## config.mk

```make
export PLATFORM = sky130hd
export DESIGN_NAME = dcache_ctrl
export DESIGN_NICKNAME = d
export VERILOG_FILES = /design/src/rtl/dcache_pkg.sv /design/src/rtl/dcache_line_array.sv /design/src/rtl/dcache_ctrl.sv
export SDC_FILE = /design/constraint.sdc
export NUM_CORES = 1
export LEC_CHECK = 0
export CORE_ASPECT_RATIO = 1.75
export CORE_MARGIN = 2
export CORE_UTILIZATION = 64
export CTS_BUF_LIST = sky130_fd_sc_hd__clkbuf_8
export CTS_CLUSTER_DIAMETER = 200
export CTS_CLUSTER_SIZE = 30
export DETAILED_ROUTE_END_ITERATION = 10
export GPL_ROUTABILITY_DRIVEN = 1
export PLACE_DENSITY = 0.89
export SETUP_SLACK_MARGIN = 0.2
export SKIP_LAST_GASP = 1
export SLEW_MARGIN = 5
export SYNTH_ARGS = -nofsm -noshare
export SYNTH_HDL_FRONTEND = slang
export SYNTH_SLANG_ARGS = --single-unit
export TNS_END_PERCENT = 20
```

## constraint.sdc

```tcl
create_clock -name clk -period 11.29 [get_ports clk]
set_input_delay 2.258 -clock clk [delete_from_list [all_inputs] [get_ports clk]]
set_output_delay 2.258 -clock clk [all_outputs]
set_load 0.1 [all_outputs]
```

## src/rtl/dcache_pkg.sv

```systemverilog
// Shared encodings, FSM state type and the load-result extension helper
// for the direct-mapped write-through data cache controller.
package dcache_pkg;

  localparam logic [1:0] LD_NONE = 2'b00;
  localparam logic [1:0] LD_W    = 2'b01;
  localparam logic [1:0] LD_H    = 2'b10;
  localparam logic [1:0] LD_B    = 2'b11;

  localparam logic [1:0] ST_NONE = 2'b00;
  localparam logic [1:0] ST_W    = 2'b01;
  localparam logic [1:0] ST_H    = 2'b10;
  localparam logic [1:0] ST_B    = 2'b11;

  typedef enum logic [1:0] {
    S_IDLE,
    S_RD_WAIT,
    S_WR_WAIT,
    S_DONE
  } state_e;

  // Bit 2 of the load flag selects sign extension for half/byte loads.
  function automatic logic [31:0] extend(input logic [31:0] word, input logic [2:0] ld_flag);
    logic [31:0] res;
    res = '0;
    case (ld_flag[1:0])
      LD_W:    res = word;
      LD_H:    res = ld_flag[2] ? {{16{word[15]}}, word[15:0]} : {16'h0000, word[15:0]};
      LD_B:    res = ld_flag[2] ? {{24{word[7]}}, word[7:0]} : {24'h000000, word[7:0]};
      default: res = '0;
    endcase
    return res;
  endfunction

endpackage

```

## src/rtl/dcache_line_array.sv

```systemverilog
// One-word-per-line storage: valid bits, tags and data with a combinational
// read port, a fill port, a byte/half/word merge port and a clear-all input.
module dcache_line_array
  import dcache_pkg::*;
#(
  parameter int IDX_W = 4,
  parameter int TAG_W = 3
) (
  input  logic             clk,
  input  logic             i_clear,
  input  logic [IDX_W-1:0] i_rd_idx,
  output logic             o_rd_valid,
  output logic [TAG_W-1:0] o_rd_tag,
  output logic [31:0]      o_rd_data,
  input  logic             i_fill_en,
  input  logic [IDX_W-1:0] i_fill_idx,
  input  logic [TAG_W-1:0] i_fill_tag,
  input  logic [31:0]      i_fill_data,
  input  logic             i_wr_en,
  input  logic [IDX_W-1:0] i_wr_idx,
  input  logic [1:0]       i_wr_flag,
  input  logic [31:0]      i_wr_data
);

  localparam int LINES = 2 ** IDX_W;

  logic [LINES-1:0] r_valid;
  logic [TAG_W-1:0] r_tag  [LINES];
  logic [31:0]      r_data [LINES];

  assign o_rd_valid = r_valid[i_rd_idx];
  assign o_rd_tag   = r_tag[i_rd_idx];
  assign o_rd_data  = r_data[i_rd_idx];

  always_ff @(posedge clk) begin
    if (i_clear) begin
      r_valid <= '0;
    end else if (i_fill_en) begin
      r_valid[i_fill_idx] <= 1'b1;
    end
  end

  // NOTE: tag/data arrays carry no reset; a cleared valid bit already makes their contents unobservable.
  always_ff @(posedge clk) begin
    if (i_fill_en) begin
      r_tag[i_fill_idx]  <= i_fill_tag;
      r_data[i_fill_idx] <= i_fill_data;
    end else if (i_wr_en) begin
      case (i_wr_flag)
        ST_W:    r_data[i_wr_idx]       <= i_wr_data;
        ST_H:    r_data[i_wr_idx][15:0] <= i_wr_data[15:0];
        ST_B:    r_data[i_wr_idx][7:0]  <= i_wr_data[7:0];
        default: r_data[i_wr_idx]       <= r_data[i_wr_idx];
      endcase
    end
  end

endmodule

```

## src/rtl/dcache_ctrl.sv

```systemverilog
// Direct-mapped, write-through, no-write-allocate data cache controller that
// sequences a flag-driven word RAM port with a fixed access latency.
module dcache_ctrl
  import dcache_pkg::*;
#(
  parameter int ADDR_W  = 7,
  parameter int IDX_W   = 4,
  parameter int MEM_LAT = 3
) (
  input  logic        clk,
  input  logic        rst,
  input  logic [31:0] cpu_addr,
  input  logic [31:0] cpu_wdata,
  input  logic [2:0]  cpu_load_flag,
  input  logic [1:0]  cpu_store_flag,
  input  logic        flush,
  output logic [31:0] cpu_rdata,
  output logic        stall,
  output logic [31:0] mem_addr,
  output logic [31:0] mem_wdata,
  output logic [1:0]  mem_write_flag,
  output logic [2:0]  mem_load_flag,
  input  logic [31:0] mem_rdata,
  output logic [31:0] hit_cnt,
  output logic [31:0] miss_cnt
);

  localparam int         TAG_W = ADDR_W - IDX_W;
  localparam logic [3:0] LAT   = 4'(MEM_LAT);

  state_e           r_state, w_next_state;
  logic [3:0]       r_cnt, w_next_cnt;
  logic [31:0]      r_hit_cnt, r_miss_cnt;
  logic [IDX_W-1:0] w_idx;
  logic [TAG_W-1:0] w_tag, w_line_tag;
  logic [31:0]      w_line_data;
  logic             w_line_valid, w_hit, w_is_store, w_is_load;
  logic             w_hit_inc, w_miss_inc, w_fill, w_merge, w_flush;
  logic             w_unused;

  assign w_idx      = cpu_addr[IDX_W-1:0];
  assign w_tag      = cpu_addr[ADDR_W-1:IDX_W];
  assign w_hit      = w_line_valid && (w_line_tag == w_tag);
  assign w_is_store = (cpu_store_flag != ST_NONE);
  assign w_is_load  = !w_is_store && (cpu_load_flag[1:0] != LD_NONE);
  assign w_unused   = ^cpu_addr[31:ADDR_W];

  assign mem_addr   = 32'(cpu_addr[ADDR_W-1:0]);
  assign mem_wdata  = cpu_wdata;
  assign hit_cnt    = r_hit_cnt;
  assign miss_cnt   = r_miss_cnt;

  dcache_line_array #(
    .IDX_W(IDX_W),
    .TAG_W(TAG_W)
  ) u_lines (
    .clk        (clk),
    .i_clear    (rst | w_flush),
    .i_rd_idx   (w_idx),
    .o_rd_valid (w_line_valid),
    .o_rd_tag   (w_line_tag),
    .o_rd_data  (w_line_data),
    .i_fill_en  (w_fill),
    .i_fill_idx (w_idx),
    .i_fill_tag (w_tag),
    .i_fill_data(mem_rdata),
    .i_wr_en    (w_merge),
    .i_wr_idx   (w_idx),
    .i_wr_flag  (cpu_store_flag),
    .i_wr_data  (cpu_wdata)
  );

  always_ff @(posedge clk) begin
    if (rst) begin
      r_state    <= S_IDLE;
      r_cnt      <= '0;
      r_hit_cnt  <= '0;
      r_miss_cnt <= '0;
    end else begin
      r_state <= w_next_state;
      r_cnt   <= w_next_cnt;
      if (w_hit_inc)  r_hit_cnt  <= r_hit_cnt + 32'd1;
      if (w_miss_inc) r_miss_cnt <= r_miss_cnt + 32'd1;
    end
  end

  // NOTE: combinational logic uses blocking assignments and gives every output a default first, so no latch is inferred.
  always_comb begin
    w_next_state   = r_state;
    w_next_cnt     = r_cnt;
    stall          = 1'b0;
    cpu_rdata      = '0;
    mem_load_flag  = 3'b000;
    mem_write_flag = ST_NONE;
    w_hit_inc      = 1'b0;
    w_miss_inc     = 1'b0;
    w_fill         = 1'b0;
    w_merge        = 1'b0;
    w_flush        = 1'b0;
    case (r_state)
      S_IDLE: begin
        if (w_is_store) begin
          stall        = 1'b1;
          w_next_state = S_WR_WAIT;
          w_next_cnt   = LAT;
        end else if (w_is_load && w_hit) begin
          cpu_rdata = extend(w_line_data, cpu_load_flag);
          w_hit_inc = 1'b1;
        end else if (w_is_load) begin
          stall        = 1'b1;
          w_miss_inc   = 1'b1;
          w_next_state = S_RD_WAIT;
          w_next_cnt   = LAT;
        end else begin
          w_flush = flush;
        end
      end
      S_RD_WAIT: begin
        stall         = 1'b1;
        mem_load_flag = 3'b001;
        w_next_cnt    = r_cnt - 4'd1;
        if (r_cnt == 4'd1) begin
          w_fill       = 1'b1;
          w_next_state = S_IDLE;
        end
      end
      S_WR_WAIT: begin
        stall      = 1'b1;
        w_next_cnt = r_cnt - 4'd1;
        if (r_cnt == 4'd1) begin
          mem_write_flag = cpu_store_flag;
          w_merge        = w_hit;
          w_next_state   = S_DONE;
        end
      end
      S_DONE: begin
        w_next_state = S_IDLE;
      end
      default: begin
        w_next_state = S_IDLE;
      end
    endcase
    // Reset aborts at once: nothing reaches the RAM or the line array this cycle.
    if (rst) begin
      stall          = 1'b0;
      cpu_rdata      = '0;
      mem_load_flag  = 3'b000;
      mem_write_flag = ST_NONE;
      w_fill         = 1'b0;
      w_merge        = 1'b0;
    end
  end

endmodule

```

==> flow_summary.yaml <==
floorplan:
  placeableCoreArea_mm2: 0.04229
  dieWidth_um: 159.9
  boundaryPins: 270
  dieArea_mm2: 0.04425
  initial_utilization_pct: 64.35
  row_count: 100
  die_y_um: 276.8
synthesis:
  post_synth_num_cell_types: 54
  ys_warn_count: 0
  syn_inst: 1621
  synth_seq_area_share_pct: 68.12
  avgSynthCellArea_um2: 16.79
  ys_dominant_reg_cell: "edfxtp_1"
  synth.cell_area_mm2: 0.02721
  synth_edf_count: 560
  postSynthRegisterBits: 646
  async_sr_flop_fraction_pct: 0
routing:
  firstDrtPassIters: 6
  wl_per_instance_um: 27.74
  avgViaCountPerCell: 6.817
  routed_wirelength_um: 65160
  detailed_route_iter0_violations: 2050
  total_via_count_after_detailed_routing: 16010
  drc_errors: 0
  drtAntennaViolNets: 0
critical_path:
  crit_type: "in2out"
  crit_required_ns: 9.03
  cp_data_arrival_time_ns: 7.53
  critPathLaunchType: "primary input"
  endpoint_kind: "primary output"
  worst_path_fanout_max: 31
clock_tree:
  postCtsHoldBufs: 0
  clock_latency_on_the_worst_skew_pair_ns: 0.67
  numClockSinks: 646
  cts.reportedPaths.clkPinSlew_ns: 0.16
  cts_post_setup_buffers_inserted: 0
  clock_tree.root_cell: "clkbuf_8"
  cts_tree: "yes"
  cts-resized-gates: 0
  numCtsBuffers: 25
  cts_max_level: 1
  max-clock-path-buffers: 3
place:
  gpl.final_weighted_congestion: 0.8710
  dpl_worst_slack_ns: 1.620
  postPlaceCellArea_mm2: 0.02959
  place.detailed.instances: 2303
  io_buffers: 217
  place.detailed.hpwl_um: 45410
timing:
  period_share_pct: 86.70
  timing.max_slew.rel_slack_pct: 15.27
  timing.final.max_slew_violations: 0
  grt_setup_unrepaired: "false"
  report.final.setup_viol: 0
  fin_setup_tns_ns: 0
  worst_slew_pin_slew_ns: 1.271
  min_period_ns: 9.789
  clock-skew-final_ns: 0.03964
  fmax_mhz: 102.2
  finalHoldViolations: 0
  post-route-worst-setup-slack_ns: 1.501
  hold_ws_ns: 0.4942
layout:
  layout_cell_share_with_drive_strength_beyond_1_pct: 16.22
  layoutNonFillerInstCount: 2349
  nNetsFinal: 1882
  diodes: 0
  post_layout_utilization_of_the_core_pct: 71.04
  postLayoutCellArea_mm2: 0.03004
  area.growth.synth_to_final_pct: 10.40
power_and_ir_drop:
  vdd_ir_drop_max_mv: 0.1287
  total_leakage_power_nw: 9.322
  design_power_total_mw: 3.946
  powerDensity_mw_per_mm2: 131.4
job:
  cap_viol_max_count: 0
grt:
  number_of_antenna_violations_at_the_first_check_in_global_routing: 1
  grtUsageMet1_pct: 34.04
  grt_usage_pct: 29.36
  grt_first_pass_wirelength_um: 97430
  grt_most_used_layer: "met2"
  grt_pass1_vias: 16180
  global_route.usage.met3_pct: 3.954
  largest_net_degree_at_the_start_of_global_routing: 78
  groute.layer.met2.usage_pct: 54.68
  gr-total-overflow: 0
status:
  result_of_the_run: "complete, no violations"
hold_path:
  min_path_type: "reg2reg"
## metal layers
| layer | share of wire, % | routed length (µm) |
|---|---|---|
| met1 | 32 | 21010 |
| met2 | 55 | 36080 |
| met3 | 8.2 | 5354 |
| met4 | 4.2 | 2706 |
| met5 | 0.018 | 12 |
## Yosys cell counts, drive strengths merged (5+ instances only)
| library cell | instances | area share [%] |
|---|---|---|
| a21o | 16 | 0.44 |
| a21oi | 84 | 1.6 |
| a22oi | 6 | 0.17 |
| a2bb2oi | 9 | 0.29 |
| and2 | 6 | 0.14 |
| and3 | 20 | 0.48 |
| and4 | 5 | 0.16 |
| buf | 95 | 2.3 |
| clkbuf | 61 | 0.84 |
| dfxtp | 86 | 6.3 |
| edfxtp | 560 | 62 |
| ha | 9 | 0.41 |
| inv | 16 | 0.22 |
| mux2 | 8 | 0.33 |
| mux2i | 13 | 0.48 |
| mux4 | 174 | 14 |
| nand2 | 79 | 1.1 |
| nand3 | 36 | 0.66 |
| nand4 | 14 | 0.32 |
| nor2 | 93 | 1.3 |
| nor2b | 15 | 0.34 |
| nor4 | 10 | 0.25 |
| o21a | 19 | 0.52 |
| o21ai | 21 | 0.39 |
| o221a | 15 | 0.62 |
| o22ai | 9 | 0.21 |
| o311ai | 17 | 0.55 |
| o31ai | 22 | 0.63 |
| o41ai | 14 | 0.45 |
| or2 | 16 | 0.37 |
| or3 | 20 | 0.46 |
| or4 | 23 | 0.65 |
## cell usage in the layout (no fill, tap or decap), types with 3 or more instances in the layout
master	n
a21o_1	16
ha_1	9
xor2_1	3
nand3_1	36
clkdlybuf4s50_1	210
dfxtp_1	86
o21ai_0	21
and2_1	6
a2bb2oi_1	8
a311oi_1	4
mux2_2	8
inv_1	35
clkbuf_8	26
o22ai_1	9
o221a_2	15
xnor2_1	4
o311ai_0	16
o41ai_1	14
nor4_1	9
a31oi_1	3
and4_1	5
nor2_1	92
nor2b_1	15
mux2i_1	13
or2_2	16
mux4_2	174
o31ai_1	21
or4_1	22
edfxtp_1	560
o21a_1	19
conb_1	27
buf_4	37
a22oi_1	6
nand4_1	14
a21oi_1	83
nor3_1	3
nand2_1	79
or3_1	20
and3_1	19
## power breakdown
part           internal [mW]  leakage (nW)  switching (mW)  total (mW)
Clock                  0.216         0.288           0.639       0.855
Sequential              2.61          5.73          0.0139        2.62
Combinational          0.156          3.31           0.315       0.471
## worst max-delay path, cell delays in order
cell and delay (ns):
buf_2 0.79, buf_4 0.55, mux4_2 0.58, a22oi_1 0.32, a21o_1 0.20, nand4_1 0.13, nor3_2 0.24, nand2_1 0.76
a21oi_1 0.42, clkdlybuf4s50_1 1.21
## path summary, 6_finish.rpt
check / from / endpoint / slack (ns) / cells past startpoint
setup / recovery: cpu_addr[2] / cpu_rdata[20] / 1.50 / 10
hold / removal: u_lines.r_valid[2] / u_lines.r_valid[2] / 0.49 / 1
setup reg to reg: u_lines.r_tag[13][1] / u_lines.r_data[5][12] / 6.91 / 7
hold reg to reg: u_lines.r_valid[2] / u_lines.r_valid[2] / 0.49 / 1
## sequential cells by signal, summed over array words and instances, names as in the netlist
name             count
u_lines.r_tag       48
r_cnt                4
hit_cnt             32
miss_cnt            32
u_lines.r_data     512
u_lines.r_valid     16
r_state              2
## cells by family after synthesis
| family | share of synthesized area, % |
|---|---|
| fa+ha+maj | 0.4138 |
| compound gates | 6.202 |
| flops | 68.12 |
| mux | 15.21 |
| xor+xnor | 0.2253 |
| buf+inv | 3.389 |
| simple gates | 6.428 |
| other cells | 0.01378 |
## final cells by class
| type | count | area [µm²] |
|---|---|---|
| Tap cell | 561 | 701.9 |
| Clock inverter | 21 | 95.09 |
| Inverter | 16 | 60.06 |
| Clock buffer | 25 | 344.1 |
| Timing Repair Buffer | 251 | 2415 |
| Multi-Input combinational cell | 829 | 7890 |
| Sequential cell | 646 | 18540 |
| Fill cell | 2611 | 12250 |
(Power assumes the default switching activity.)
